--- src/rtl/sar_sequencer.sv ---
// SAR conversion sequencer: paces conversion requests, averages 2^AVG_LOG2
// results and hands each average downstream over a valid/ready port.
module sar_sequencer #(
  parameter int unsigned RATE_DIV = 64,
  parameter int unsigned AVG_LOG2 = 2,
  parameter int unsigned TIMEOUT  = 32
) (
  input  logic       clk_i,
  input  logic       rst_ni,
  input  logic       en_i,
  output logic       start_o,
  input  logic       rdy_i,
  input  logic [7:0] code_i,
  output logic [7:0] data_o,
  output logic       valid_o,
  input  logic       ready_i,
  output logic       overrun_o,
  output logic       err_o
);

  localparam int unsigned TW = $clog2(RATE_DIV);
  localparam int unsigned AW = 8 + AVG_LOG2;
  localparam int unsigned SW = AVG_LOG2 + 1;

  typedef enum logic [1:0] {IDLE, ARM, WAIT_RDY, ACCUM} state_e;

  state_e        state_q, state_d;
  logic [TW-1:0] tmr_q;
  logic [AW-1:0] acc_q;
  logic [SW-1:0] smp_q;
  logic [7:0]    tout_q;
  logic          tick, accept, timeout, avg_fire, xfer;
  logic [7:0]    avg;

  assign tick = en_i && (tmr_q == TW'(RATE_DIV - 1));
  assign avg  = acc_q[AW-1:AVG_LOG2];
  assign xfer = valid_o && ready_i;

  always_ff @(posedge clk_i or negedge rst_ni) begin
    if (!rst_ni)          tmr_q <= '0;
    else if (!en_i || tick) tmr_q <= '0;
    else                  tmr_q <= tmr_q + TW'(1);
  end

  always_ff @(posedge clk_i or negedge rst_ni) begin
    if (!rst_ni) state_q <= IDLE;
    else         state_q <= state_d;
  end

  always_comb begin
    state_d  = state_q;
    start_o  = 1'b0;
    accept   = 1'b0;
    timeout  = 1'b0;
    avg_fire = 1'b0;
    if (!en_i) begin
      state_d = IDLE;
    end else begin
      unique case (state_q)
        IDLE: state_d = ARM;
        ARM: begin
          if (tick) begin
            start_o = 1'b1;
            state_d = WAIT_RDY;
          end
        end
        WAIT_RDY: begin
          // A result arriving in the last allowed cycle still wins over the timeout.
          if (rdy_i) begin
            accept  = 1'b1;
            state_d = ACCUM;
          end else if (tout_q == 8'(TIMEOUT - 1)) begin
            timeout = 1'b1;
            state_d = ARM;
          end
        end
        ACCUM: begin
          avg_fire = (smp_q == SW'((1 << AVG_LOG2) - 1));
          state_d  = ARM;
        end
        default: state_d = IDLE;
      endcase
    end
  end

  always_ff @(posedge clk_i or negedge rst_ni) begin
    if (!rst_ni) begin
      acc_q     <= '0;
      smp_q     <= '0;
      tout_q    <= '0;
      err_o     <= 1'b0;
      overrun_o <= 1'b0;
    end else begin
      if (start_o)                 tout_q <= 8'd1;
      else if (state_q == WAIT_RDY) tout_q <= tout_q + 8'd1;

      if (!en_i) begin
        acc_q     <= '0;
        smp_q     <= '0;
        err_o     <= 1'b0;
        overrun_o <= 1'b0;
      end else begin
        if (accept) acc_q <= acc_q + AW'(code_i);
        if (timeout) begin
          err_o <= 1'b1;
          acc_q <= '0;
          smp_q <= '0;
        end
        if (state_q == ACCUM) begin
          if (avg_fire) begin
            acc_q <= '0;
            smp_q <= '0;
          end else begin
            smp_q <= smp_q + SW'(1);
          end
        end
        if (avg_fire && valid_o && !ready_i) overrun_o <= 1'b1;
      end
    end
  end

  // Output register survives en_i=0; only a transfer or reset empties it.
  always_ff @(posedge clk_i or negedge rst_ni) begin
    if (!rst_ni) begin
      data_o  <= '0;
      valid_o <= 1'b0;
    end else if (avg_fire && (!valid_o || ready_i)) begin
      data_o  <= avg;
      valid_o <= 1'b1;
    end else if (xfer) begin
      valid_o <= 1'b0;
    end
  end

endmodule

--- config.mk ---
export PLATFORM = sky130hd
export DESIGN_NAME = sar_sequencer
export DESIGN_NICKNAME = d
export VERILOG_FILES = /design/src/rtl/sar_sequencer.sv
export SDC_FILE = /design/constraint.sdc
export NUM_CORES = 1
export LEC_CHECK = 0
export ABC_CLOCK_PERIOD_IN_PS = 2000
export CORE_AREA = 5 5 67 69
export DETAILED_ROUTE_END_ITERATION = 10
export DIE_AREA = 0 0 72 74
export DONT_BUFFER_PORTS = 1
export PLACE_DENSITY_LB_ADDON = 0.3
export SETUP_SLACK_MARGIN = 0.02
export SLEW_MARGIN = 20
export SYNTH_ARGS = -nofsm -noshare
export SYNTH_HDL_FRONTEND = slang
export SYNTH_SLANG_ARGS = --single-unit
--- constraint.sdc ---
create_clock -name clk_i -period 2 [get_ports clk_i]
set_input_delay 0.2 -clock clk_i [delete_from_list [all_inputs] [get_ports clk_i]]
set_output_delay 0.2 -clock clk_i [all_outputs]
set_load 0.02 [all_outputs]
# Yosys cells after proc, flatten, opt, wreduce, memory -nomap -nowiden
# Index checks and enable logic that the tools add are counted.
[word_totals] regBits=40 inputBits=13 out_inout_bits=12
[op_classes] n_addsub=4 n_eq_ne=11 n_mux=35 n_reduce_logical=15
[op_table] operator="$mux 10" count=5
[op_table] operator="$mux 1" count=18
[op_table] operator="$mux 8" count=2
[op_table] operator="$mux 3" count=4
[op_table] operator="$add 10x8->10" count=1
[op_table] operator="$add 8x1->8 const B" count=1
[op_table] operator="$eq 8x5->1 const B" count=1
[op_table] operator="$mux 2" count=4
[op_table] operator="$add 6x1->6 const B" count=1
[op_table] operator="$eq 6x6->1 const B" count=1
[op_table] operator="$mux 6" count=1
[op_table] operator="$pmux 2 s3" count=1
[op_table] operator="$logic_and 1x1->1" count=5
[op_table] operator="$eq 2x2->1 const B" count=2
[op_table] operator="$ne 2x1->1 const B" count=2
[op_table] operator="$ne 4x4->1 const B" count=1
[op_table] operator="$reduce_bool 2->1" count=2
[op_table] operator="$add 3x1->3 const B" count=1
[op_table] operator="$eq 3x2->1 const B" count=1
[op_table] operator="$logic_not 1->1" count=3
[op_table] operator="$ne 3x1->1 const B" count=1
[op_table] operator="$ne 3x3->1 const B" count=1
[op_table] operator="$eq 2x1->1 const B" count=1
[op_table] operator="$logic_not 2->1" count=1
[op_table] operator="3 further kinds" count=4

# Depth between registers and ports, before layout
[logic_depth] word_depth=9 depth_mapped=8

# Worst setup path after synthesis
# No wires, ideal clock.
[synth_path] path_type="register to register" start="register acc_q[0]" end="register acc_q[6]" arrival_ns=1.695 required_time_ns=1.872 slack_ns=0.177 path_stages_with_launch=8 path_buffers=0 synth_period_minus_slack_ns=1.823 path_cell_list="dfrtp_1 > ha_1 > fa_1 > a21oi_1 > o211ai_1 > or3_1 > nand3_1 > a21oi_1"
[synth_between] elab_chain_cells=6
[synth_rtl] element="start: declaration" line_no="29" text="logic [AW-1:0] acc_q;"
[synth_rtl] element="start signal: assignment" line_no="103" text="if (accept) acc_q <= acc_q + AW'(code_i);"
[synth_rtl] element="$add 10x8->10 *" line_no="103"
[synth_rtl] element="$mux 10 *" line_no="103"
[synth_rtl] element="$mux 10 *" line_no="104" text="if (timeout) begin"
[synth_rtl] element="$mux 10" line_no="110" text="if (avg_fire) begin"
[synth_rtl] element="$mux 10 *" line_no="109" text="if (state_q == ACCUM) begin"
[synth_rtl] element="$mux 10 *" line_no="97" text="if (!en_i) begin"
# Mark *: on every way between the ends. The rest lies on a longest branch, timed or not.
# A chain may end at the register's enable or synchronous reset.

# Worst setup path in the final report
# Ends and elaborated chain as after synthesis.

==> results.txt <==
Outcome - completed
Worst setup margin - 0.148 ns
Flop pwr share - 0.539
DR pass1 iterations - 4
Diode count - 0
Synth top area share - 0.485
Routability cong. - 0.868
Area grow syn2layout - 9.89%
Fmax - 540 MHz
WHS Endpoint - err_o
Max Slew Vio Count - 0
First-pass GRT wire length - 6600 um
Initial drt markers - 71
Critical path buffers and inverters - 0
CP Capture Type - flop
Critical-path top delay cell - dfrtp_1
Async set-reset flop share out of synthesis - 1.00
Final cycle utilization of the critical path - 0.926
Row cnt - 23
Yosys top cell by area - dfrtp_1
Initial antenna violation count - 0
Syn Inst Count - 198
Die Area - 5330 um^2
Comb pwr share - 0.038
Power Density - 671 nW/um^2
Via/cell ratio - 5.54
Crit. Startpoint - acc_q[0]
Post-Synth Adder-Cell Area - 0.0825
Internal Power - 1210 uW
Lkg Pwr - 0.00104 uW
Slew headroom - 0.812
Mux contribution to synthesized area - 0.0492
Overflow after GRT - 0
Post-synth top flop - dfrtp_1
Fillers - 342
Root Buffer - clkbuf_8
Port Buffers - 0
HP Class - primary input to flop
Initial core utilization - 0.535
# IOs - 25
Layout Nets - 231
Clock-pin transition on the worst setup and hold timing paths - 0.08 ns
Setup TNS - 0 ns
Die X - 72 um
Cell variety after synth - 38
FF/Latch Area - 1000 um^2
Vias in the first global route - 1463
Top post-synthesis cells by count - dfrtp_1, nand2_1, nor2_1
Post-Route WL - 3800 um
Final min period - 1.85 ns
Final setup fails - 0
Largest net degree at the start of global routing - 41
Share of cells above drive strength 1 - 0.155
PnR Total Power - 1520 uW
Net load switching power - 315 uW
Net count of the mapped netlist - 224
Inserted Clock Buffers - 5
Top Family by Delay on Critical Path - adder cells
Endpoints failing hold - 0
Post-place setup slack - 0.0456 ns
Post-DP HPWL - 2720 um
Sequence of cells on the critical path - ha_1 > fa_2 > a21oi_2 > o211ai_1 > or3_1 > nand3_1 > a21oi_1
Via count - 1417
Reg-to-Reg Start - acc_q[0]
Mean Syn Cell Area - 10.4 um^2
Critical Path Fanout Max - 3
Compound-Gate Fraction of Synth Area - 0.0959
Hold path start - en_i
Max Cap Viol - 0
Seq/Total Area, Yosys - 0.485
Top-count cell post-synth - dfrtp_1
Unrepaired setup endpoints after global routing - no
Part of the power in the clock network - 0.423
Wirelength per Cell - 14.8 um
DRC violations left - 0
GRT Overall Usage - 0.161
Hold Path Cell Cnt - 1
Clock Skews - 0.00776 ns
Flip-flop and latch count after synthesis - 40
Post-DRT Antenna Nets - 0
Clock sink count - 40
Setup CP Type - flop to flop
YS warnings - 0
Largest family of logic cells by synthesized area - simple AND/OR/NAND/NOR gates
Sw frac - 0.207
Core ar. - 3860 um^2
Number of synthesized flops with an enable pin - 0
Slew @ Worst Pin - 0.280 ns
Clk buf depth - 2
DIE HEIGHT - 74 um
Cell Area, Synth - 2060 um^2
R2R Path End - acc_q[6]
Clk Latency, worst-skew pair - 0.29 ns
Worst IR Drop VDD - 0.000432 V
Multi-input logic area - 1030 um^2
Worst EP arrival - 2.03 ns
Worst R2R Setup Slack - 0.15 ns
Simple-gate share of the synthesized area - 0.192
WP data required - 2.17 ns
Xor/xnor share of the synthesized area - 0.0722
Register-to-Register Path Depth - 7
Synth top area cells - dfrtp_1, ha_1, mux2_2, nand2_1, nor2_1
CTS tree - done
Startpoint types - flop
Max incr delay on CP - 0.38 ns
H-tree depth - 2
==> worst max-delay path by stage <==
| stage | end | slack, ns | cells past startpoint |
|---|---|---|---|
| after detailed placement | acc_q[6] | 0.05 | 7 |
| after floorplan | acc_q[6] | 0.18 | 7 |
| after global routing | start_o | 0.003 | 6 |
| after global placement | acc_q[6] | 0.1 | 7 |
| after CTS | acc_q[6] | 0.04 | 7 |
| final | acc_q[6] | 0.15 | 7 |
==> registers in the layout, indices dropped and copies added, names as in the netlist <==
| name | count |
|---|---|
| acc_q | 10 |
| data_o | 8 |
| tout_q | 8 |
| tmr_q | 6 |
| smp_q | 3 |
| state_q | 2 |
| err_o | 1 |
| overrun_o | 1 |
| valid_o | 1 |
==> what timing repair did <==
item / in CTS / in global routing
hold buffers: 2 / 0
gates resized for setup: 0 / 5
setup endpoints to repair: 0 / 3
hold endpoints to repair: 40 / 0
setup buffers: 0 / 0
==> final cells by class <==
type	count	area share
multi-input cells	150	0.453
well taps	50	0.0276
inverters	3	0.00497
flip-flops and latches	40	0.442
clock inverters	2	0.0155
clock buffers	6	0.0320
repair buffers	5	0.0248
==> cells by family after synthesis <==
| kind of cell | Yosys count |
|---|---|
| buf+inv | 8 |
| flops | 40 |
| mux | 9 |
| fa+ha+maj | 13 |
| compound gates | 32 |
| xor+xnor | 17 |
| simple gates | 79 |
==> placed cells by master, fill, tap and decap left out, drive strengths merged, types with 6 or more instances in the layout <==
cell type  synthesis  final
a21oi             14     14
clkbuf             1      6
dfrtp             40     40
ha                12     12
mux2               9      9
nand2             24     24
nand3             10     10
nor2              21     21
o21ai              6      6
xnor2              8      8
xor2               9      9
==> stage by stage <==
step	area (um^2)	hold slack [ns]	utilization	std cells
finish	2270	0.0181	0.588	256
CTS	2250	0.00853	0.583	256
global route	2270	0.00597	0.588	256
detailed placement	2110	-0.0946	0.547	246
global placement	2110	-0.0945	0.547	246
floorplan	2060	-0.0956	-	198
==> worst reg2reg max path: stages (launching register included) <==
cell,delay (ns)
dfrtp_1,0.38
ha_1,0.21
fa_2,0.37
a21oi_2,0.18
o211ai_1,0.13
or3_1,0.32
nand3_1,0.09
a21oi_1,0.06
==> power groups by stage <==
stage | logic, uW | clock network [uW] | registers, uW
after floorplan | 33.8 | 0 | 834
after global placement | 34.7 | 0 | 835
after detailed placement | 36.6 | 0 | 835
after CTS | 59.1 | 660 | 820
after global routing | 67.8 | 700 | 821
final | 57.6 | 644 | 820
==> per-layer routing <==
layer / global-route usage / part of all wire
met1: 0.187 / 0.44
met3: 0.0649 / 0.064
met4: 0.0585 / 0.015
met2: 0.272 / 0.48
met5: 0 / 0
Note: power is estimated with default switching activity, not from simulation.
